==> config.mk <==
export PLATFORM = sky130hd
export DESIGN_NAME = sequence_player
export DESIGN_NICKNAME = d
export VERILOG_FILES = /design/src/rtl/sequence_player.sv
export SDC_FILE = /design/constraint.sdc
export NUM_CORES = 1
export LEC_CHECK = 0
export ABC_CLOCK_PERIOD_IN_PS = 2400
export CAP_MARGIN = 20
export CELL_PAD_IN_SITES_DETAIL_PLACEMENT = 1
export CELL_PAD_IN_SITES_GLOBAL_PLACEMENT = 2
export CORE_MARGIN = 2
export CORE_UTILIZATION = 34
export CTS_CLUSTER_DIAMETER = 60
export CTS_CLUSTER_SIZE = 24
export DETAILED_ROUTE_END_ITERATION = 10
export GPL_TIMING_DRIVEN = 0
export PLACE_DENSITY_LB_ADDON = 0.1
export SLEW_MARGIN = 0
export SYNTH_ARGS = -nofsm -noshare
export SYNTH_HDL_FRONTEND = slang
export SYNTH_SLANG_ARGS = --single-unit
==> constraint.sdc <==
create_clock -name clk -period 2.4 [get_ports clk]
set_input_delay 0.48 -clock clk [delete_from_list [all_inputs] [get_ports clk]]
set_output_delay 0.48 -clock clk [all_outputs]
set_load 0.02 [all_outputs]
==> src/rtl/sequence_player.sv <==
// Colour store plus timed LED playback of the first `level` stored colours.
// Optional build macro SEQ_PLAYER_PAUSE_EN adds a `pause` input that freezes playback.
module sequence_player #(
    parameter int DEPTH     = 8,
    parameter int ADDR_W    = 3,
    parameter int ON_TICKS  = 25_000_000,
    parameter int OFF_TICKS = 12_500_000,
    parameter int CNT_W     = 25
) (
    input  logic              clk,
    input  logic              reset,
    input  logic              wr_en,
    input  logic [ADDR_W-1:0] wr_addr,
    input  logic [1:0]        wr_color,
    input  logic              start,
    input  logic [3:0]        level,
`ifdef SEQ_PLAYER_PAUSE_EN
    input  logic              pause,
`endif
    output logic              busy,
    output logic              led_on,
    output logic [1:0]        led_color,
    output logic              done
);

    localparam logic [1:0] S_IDLE = 2'd0;
    localparam logic [1:0] S_ON   = 2'd1;
    localparam logic [1:0] S_OFF  = 2'd2;
    localparam logic [1:0] S_DONE = 2'd3;

    localparam logic [CNT_W-1:0] ON_LAST  = CNT_W'(ON_TICKS - 1);
    localparam logic [CNT_W-1:0] OFF_LAST = CNT_W'(OFF_TICKS - 1);

    logic [1:0]        mem [DEPTH];
    logic [1:0]        state;
    logic [ADDR_W-1:0] idx;
    logic [ADDR_W-1:0] last_idx;
    logic [ADDR_W-1:0] next_idx;
    logic [ADDR_W-1:0] start_last;
    logic [CNT_W-1:0]  cnt;
    logic              hold;

`ifdef SEQ_PLAYER_PAUSE_EN
    assign hold = pause;
`else
    assign hold = 1'b0;
`endif

    assign next_idx = idx + ADDR_W'(1);

    // Index of the final colour; level above DEPTH clamps to the last slot.
    always_comb begin
        start_last = ADDR_W'(DEPTH - 1);
        if (int'(level) < DEPTH) begin
            start_last = ADDR_W'(level) - ADDR_W'(1);
        end
    end

    // NOTE: the store is cleared on reset, so a replay after reset shows colour 0 everywhere.
    always_ff @(posedge clk) begin
        if (reset) begin
            for (int i = 0; i < DEPTH; i++) begin
                mem[i] <= 2'd0;
            end
        end else if (wr_en) begin
            mem[wr_addr] <= wr_color;
        end
    end

    // NOTE: state and outputs use <= so every branch sees the pre-edge values.
    always_ff @(posedge clk) begin
        if (reset) begin
            state     <= S_IDLE;
            idx       <= '0;
            last_idx  <= '0;
            cnt       <= '0;
            busy      <= 1'b0;
            led_on    <= 1'b0;
            led_color <= 2'd0;
            done      <= 1'b0;
        end else begin
            case (state)
                S_IDLE: begin
                    if (start) begin
                        if (level == 4'd0) begin
                            state <= S_DONE;
                            done  <= 1'b1;
                        end else begin
                            state     <= S_ON;
                            idx       <= '0;
                            last_idx  <= start_last;
                            cnt       <= '0;
                            busy      <= 1'b1;
                            led_on    <= 1'b1;
                            led_color <= mem[0];
                        end
                    end
                end
                S_ON: begin
                    if (!hold) begin
                        if (cnt == ON_LAST) begin
                            state     <= S_OFF;
                            cnt       <= '0;
                            led_on    <= 1'b0;
                            led_color <= 2'd0;
                        end else begin
                            cnt <= cnt + CNT_W'(1);
                        end
                    end
                end
                S_OFF: begin
                    if (!hold) begin
                        if (cnt == OFF_LAST) begin
                            cnt <= '0;
                            if (idx == last_idx) begin
                                state <= S_DONE;
                                busy  <= 1'b0;
                                done  <= 1'b1;
                            end else begin
                                state     <= S_ON;
                                idx       <= next_idx;
                                led_on    <= 1'b1;
                                led_color <= mem[next_idx];
                            end
                        end else begin
                            cnt <= cnt + CNT_W'(1);
                        end
                    end
                end
                S_DONE: begin
                    state <= S_IDLE;
                    done  <= 1'b0;
                end
                default: begin
                    state <= S_IDLE;
                end
            endcase
        end
    end

endmodule
-- Word-level counts from Yosys, hierarchy flattened
Memories as Yosys holds them, arrays and structs flattened.
Index checks and enable logic that the tools add are counted.
- register bits after elaboration: 38
- word-level logic and storage cells: 85
- memories kept: 1
- RAM bits: 16
- input port bits: 13
- output and inout bits: 5
- memory list (name ; words ; width ; rd ports ; clocked after Yosys merged registers in ; write ports ; RTL line ; source):
    mem ; 8 ; 2 ; 2 ; 0 ; 8 ; 34 ; logic [1:0] mem [DEPTH];
- reduce and logical (&&, ||, !) cells: 13
- add/sub/neg operators: 3
- muxes and demuxes: 45
- equal/unequal tests: 13
- order comparisons: 1
- bitwise operators: 1
- operators by type and width (operator ; count):
    two-way mux 25 bit ; 4
    one-hot mux 25 bit (3 select lines) ; 1
    adder 25 x 1 -> 25 bit (second input constant) ; 1
    == test 25 x 24 -> 1 bit (second input constant) ; 1
    == test 25 bit (second input constant) ; 1
    two-way mux 2 bit ; 11
    two-way mux 3 bit ; 6
    two-way mux 1 bit ; 17
    AND reduction 5 bit ; 3
    != test 2 bit (second input constant) ; 7
    AND reduction 3 bit ; 3
    one-hot mux 2 bit (4 select lines) ; 1
    one-hot mux 1 bit (3 select lines) ; 2
    one-hot mux 2 bit (3 select lines) ; 1
    one-hot mux 3 bit (2 select lines) ; 1
    AND reduction 6 bit ; 1
    nonzero test 3 bit ; 2
    == test 2 bit (second input constant) ; 2
    logical NOT 4 bit ; 1
    < comparator 4 bit (second input constant) ; 1
    adder 3 x 1 -> 3 bit (second input constant) ; 1
    == test 3 bit ; 1
    subtractor 3 x 1 -> 3 bit (second input constant) ; 1
    == test 2 x 1 -> 1 bit (second input constant) ; 1
    other kinds (5) ; 5

-- Logic depth before layout (Yosys ltp)
- word-level depth: 5
- mapped depth: 10
- depth with buffers taken out: 8

-- Worst setup path before layout
No wires, ideal clock.
- path type: reg-to-reg
- from: reg cnt[6]
- to: reg led_color[1]
- data arrival time: 2.131 ns
- buffers on the path: 1
- stages on the path, launching flop included: 7
- setup time: 0.122 ns
- data required time: 2.278 ns
- path slack: 0.147 ns
- period minus slack after synthesis: 2.253 ns
- path through: dfxtp_1 > buf_6 > or4_4 > nor3_4 > nand3b_1 > a2111o_1 > a311o_1
- longest elaborated chain between the ends: 3
- elaborated cells on any way between the ends: 5
- those cells by class: eq/ne (4); reduce/logical (1)
- RTL lines (element ; RTL line ; source):
    start, declared ; 40 ; logic [CNT_W-1:0] cnt;
    start signal, assigned ; 107 ; cnt <= cnt + CNT_W'(1);
    start signal, assigned ; 126 ; cnt <= cnt + CNT_W'(1);
    == test 25 bit or == test 25 x 24 -> 1 bit (tied branches) ; 101, 113 ;
    != test 2 bit (no line) ; - ;
    AND reduction 6 bit (no line) * ; - ;
    end signal, assigned ; 95 ; led_color <= mem[0];
    end signal, assigned ; 123 ; led_color <= mem[next_idx];
    end, declared ; 22 ; output logic [1:0] led_color,
Mark *: on every way between the ends. The rest lies on a longest branch, timed or not.
A chain may end at the register's enable or synchronous reset.

-- Final worst setup path
- from: in level[1]
- to: reg cnt[23]
- longest elaborated chain between the ends: 3
- RTL lines (element ; RTL line ; source):
    start, declared ; 16 ; input logic [3:0] level,
    logical NOT 4 bit ; 85 ; if (level == 4'd0) begin
    != test 2 bit (no line) ; - ;
    AND reduction 3 bit (no line) ; - ;
Every way passes these cells.

==> impl_metrics.json <==
{
  "drtIter0Drc": 42,
  "final_nets": 360,
  "cts_made_buffers": 5,
  "post-route-util_pct": 42.4,
  "grt_first_pass_wirelength_um": 11700,
  "num_vias": 2350,
  "num_rows": 33,
  "worst_clock_skew_ps": 6.78,
  "synth.most_common_cell": "nor2_1",
  "cts_buffer_depth": 2,
  "synth_ff_type": "dfxtp_1",
  "r2r-start": "cnt[17]$_SDFFE_PP0P_",
  "final_cells": 446,
  "clock_power_share_pct": 20.5,
  "leakagePower_nw": 1.20,
  "post-place-ws_ps": -734,
  "netlist_area_mm2": 0.00288,
  "p_int_mw": 1.67,
  "io_pins": 18,
  "async_flop_share_pct": 0,
  "synth_cell_type_count": 57,
  "p_total_mw": 2.63,
  "postCtsHoldBufs": 0,
  "syn2layout_area_growth_pct": 21.0,
  "dr.pass1.iters": 4,
  "synth.top_cell.area_share_pct": 26.4,
  "cp-end-kind": "register",
  "synth_edf_count": 16,
  "peakVddDrop_mv": 0.362,
  "synth_nets": 332,
  "status": "completed",
  "whs_ps": 485,
  "period_share_pct": 97.6,
  "start_util_pct": 35.0,
  "die_x_um": 96.0,
  "antenna_found_initial": 0,
  "p_switching_uw": 956,
  "worstSkewPairLatency_ps": 310,
  "startpoint_type": "input pin",
  "synth_warnings": 0,
  "gp_congestion": 0.746,
  "cts.sink_count": 54,
  "grt_pass1_vias": 2329,
  "placedCellCount": 432,
  "synthCells": 312,
  "cts_tree": "done",
  "grt_max_degree": 18,
  "ys_seq_elements": 54,
  "fmax_ghz": 0.427,
  "critPathMaxFanout": 6,
  "diodes": 0,
  "worst_slack_ps": 56.7,
  "drv_slew": 0,
  "cap_violations": 0,
  "combPwrFrac_pct": 38.7,
  "power.density_mw_per_mm2": 754,
  "die_y_um": 96.0,
  "grt_overflow": 0,
  "cp.required_ps": 2620,
  "max_slew_margin_pct": 63.0,
  "worstPathArrival_ps": 2560,
  "critPathLaunch": "level[1]",
  "core_mm2": 0.00822,
  "htree_levels": 2,
  "reg2reg_slack_ps": 70,
  "setup_viol_count_final": 0,
  "synth_area_per_cell_um2": 9.23,
  "drc_errors": 0,
  "p_sw_share_pct": 36.4,
  "synth_area_leaders": "dfxtp_1, edfxtp_1, nor2_1",
  "hpwl_um": 5160,
  "regToRegEndpoint": "state[1]$_SDFFE_PP0P_",
  "seqPwrFrac_pct": 40.9,
  "drive_gt1_share_pct": 17.3,
  "dieArea_mm2": 0.00922,
  "ff2ff_path_depth": 6,
  "postRouteAntennaNets": 0,
  "crit_type": "in -> reg",
  "rsz0062_at_grt": "yes",
  "fin_crit_ps": 2340,
  "avgViaCountPerCell": 5.27,
  "hold_viol": 0,
  "synth_top_area_cell": "dfxtp_1",
  "routed_wl_um": 7000,
  "path_clk_slew_ps": 110,
  "cp-endpoint": "cnt[23]$_SDFFE_PP0P_",
  "wl_per_cell_um": 15.7,
  "min_path_type": "reg -> reg",
  "grt.total_usage_pct": 16.4,
  "yosys-top-cells-count": "nor2_1, dfxtp_1, nand2_1",
  "tightest_slew_ps": 555,
  "cts_root_buf": "clkbuf_8",
  "port_buffers": 15,
  "ys_seq_area_share_pct": 43.1
}
logic make-up after synthesis:
family | synth area share [%]
AO/OA/AOI/OAI | 11.5
XOR/XNOR | 6.69
buffers and inverters | 3.74
flip-flops | 43.1
multiplexers | 4.17
AND/OR/NAND/NOR | 27.8
adder cells (fa/ha/maj) | 3.04
worst min-delay path by stage:
stage | endpoint | cells after the start | start
after floorplan | cnt[1]$_SDFFE_PP0P_ | 2 | cnt[1]$_SDFFE_PP0P_
after global placement | done$_SDFFE_PP0P_ | 2 | done$_SDFFE_PP0P_
after detailed placement | done$_SDFFE_PP0P_ | 2 | done$_SDFFE_PP0P_
after CTS | done$_SDFFE_PP0P_ | 2 | done$_SDFFE_PP0P_
after global routing | done$_SDFFE_PP0P_ | 2 | done$_SDFFE_PP0P_
final | done$_SDFFE_PP0P_ | 2 | done$_SDFFE_PP0P_
critical path, stage by stage:
cell	delay (ps)
clkdlybuf4s50_1	450
inv_1	40
ha_2	170
or3b_4	260
a31oi_4	110
or4_4	640
nor3_2	210
xnor2_1	140
nor2_1	50
repair_timing:
action | 4_1_cts | 5_1_grt
endpoints found under the setup margin | 28 | 24
buffers inserted | 2 | 7
cloned | 0 | 0
pin swaps | 7 | 14
resized for setup | 14 | 30
layout make-up:
cell class / instances / area (um^2)
inverter: 13 / 48.8
multi-input combinational: 232 / 1690
timing repair buffer: 24 / 224
fill: 942 / 4730
sequential: 54 / 1250
buffer: 10 / 53.8
tap: 105 / 131
clock buffer: 5 / 68.8
clock inverter: 3 / 20.0
cell usage in the layout (no fill, tap or decap), types with 2 or more instances in the layout:
cell	n
a21o_1	3
xor2_1	12
or4_4	4
nand2_1	25
clkbuf_8	5
inv_1	13
mux2i_1	3
xnor2_1	9
clkdlybuf4s50_1	14
and3_1	2
a21oi_1	10
nand2b_1	3
nor3_2	5
nor3_1	5
a31o_2	2
nor4b_1	2
a211oi_1	2
and4_1	3
o21ai_0	11
and2_1	3
dfxtp_4	2
ha_4	2
or4_1	5
dfxtp_1	34
or3_1	2
edfxtp_1	16
dfxtp_2	2
nor4_4	2
buf_6	3
clkbuf_1	7
nand4_1	8
nor2b_1	5
nor2_1	42
o31ai_1	2
ha_1	4
a21oi_4	2
mux4_2	4
buf_4	8
nand3_1	18
registers in the layout, indices dropped and copies added (netlist names):
name / flops
done: 1
idx: 3
state: 2
led_on: 1
last_idx: 3
busy: 1
cnt: 25
led_color: 2
mem: 16
routing by layer:
| metal | track usage, % | vias to the layer above | part of all wire (%) |
|---|---|---|---|
| met5 | 0 | - | 0 |
| met3 | 2.43 | 5 | 2.3 |
| met1 | 23.3 | 1138 | 51 |
| met4 | 5.00 | 0 | 1.2 |
| met2 | 25.9 | 25 | 46 |
| li1 | - | 1182 | - |
power groups by stage:
stage,registers [mW],logic (mW),clock network [mW]
after floorplan,1.12,0.514,0
after global placement,1.09,0.811,0
after detailed placement,1.10,0.815,0
after CTS,1.08,0.872,0.564
after global routing,1.09,1.11,0.588
final,1.07,1.02,0.537
through the flow:
step | area (um^2) | TNS, ps
after floorplan | 2880 | 0
after global placement | 3160 | -15070
after detailed placement | 3160 | -15410
after CTS | 3310 | 0
after global routing | 3480 | -121
final | 3480 | 0
(Power assumes the default switching activity.)
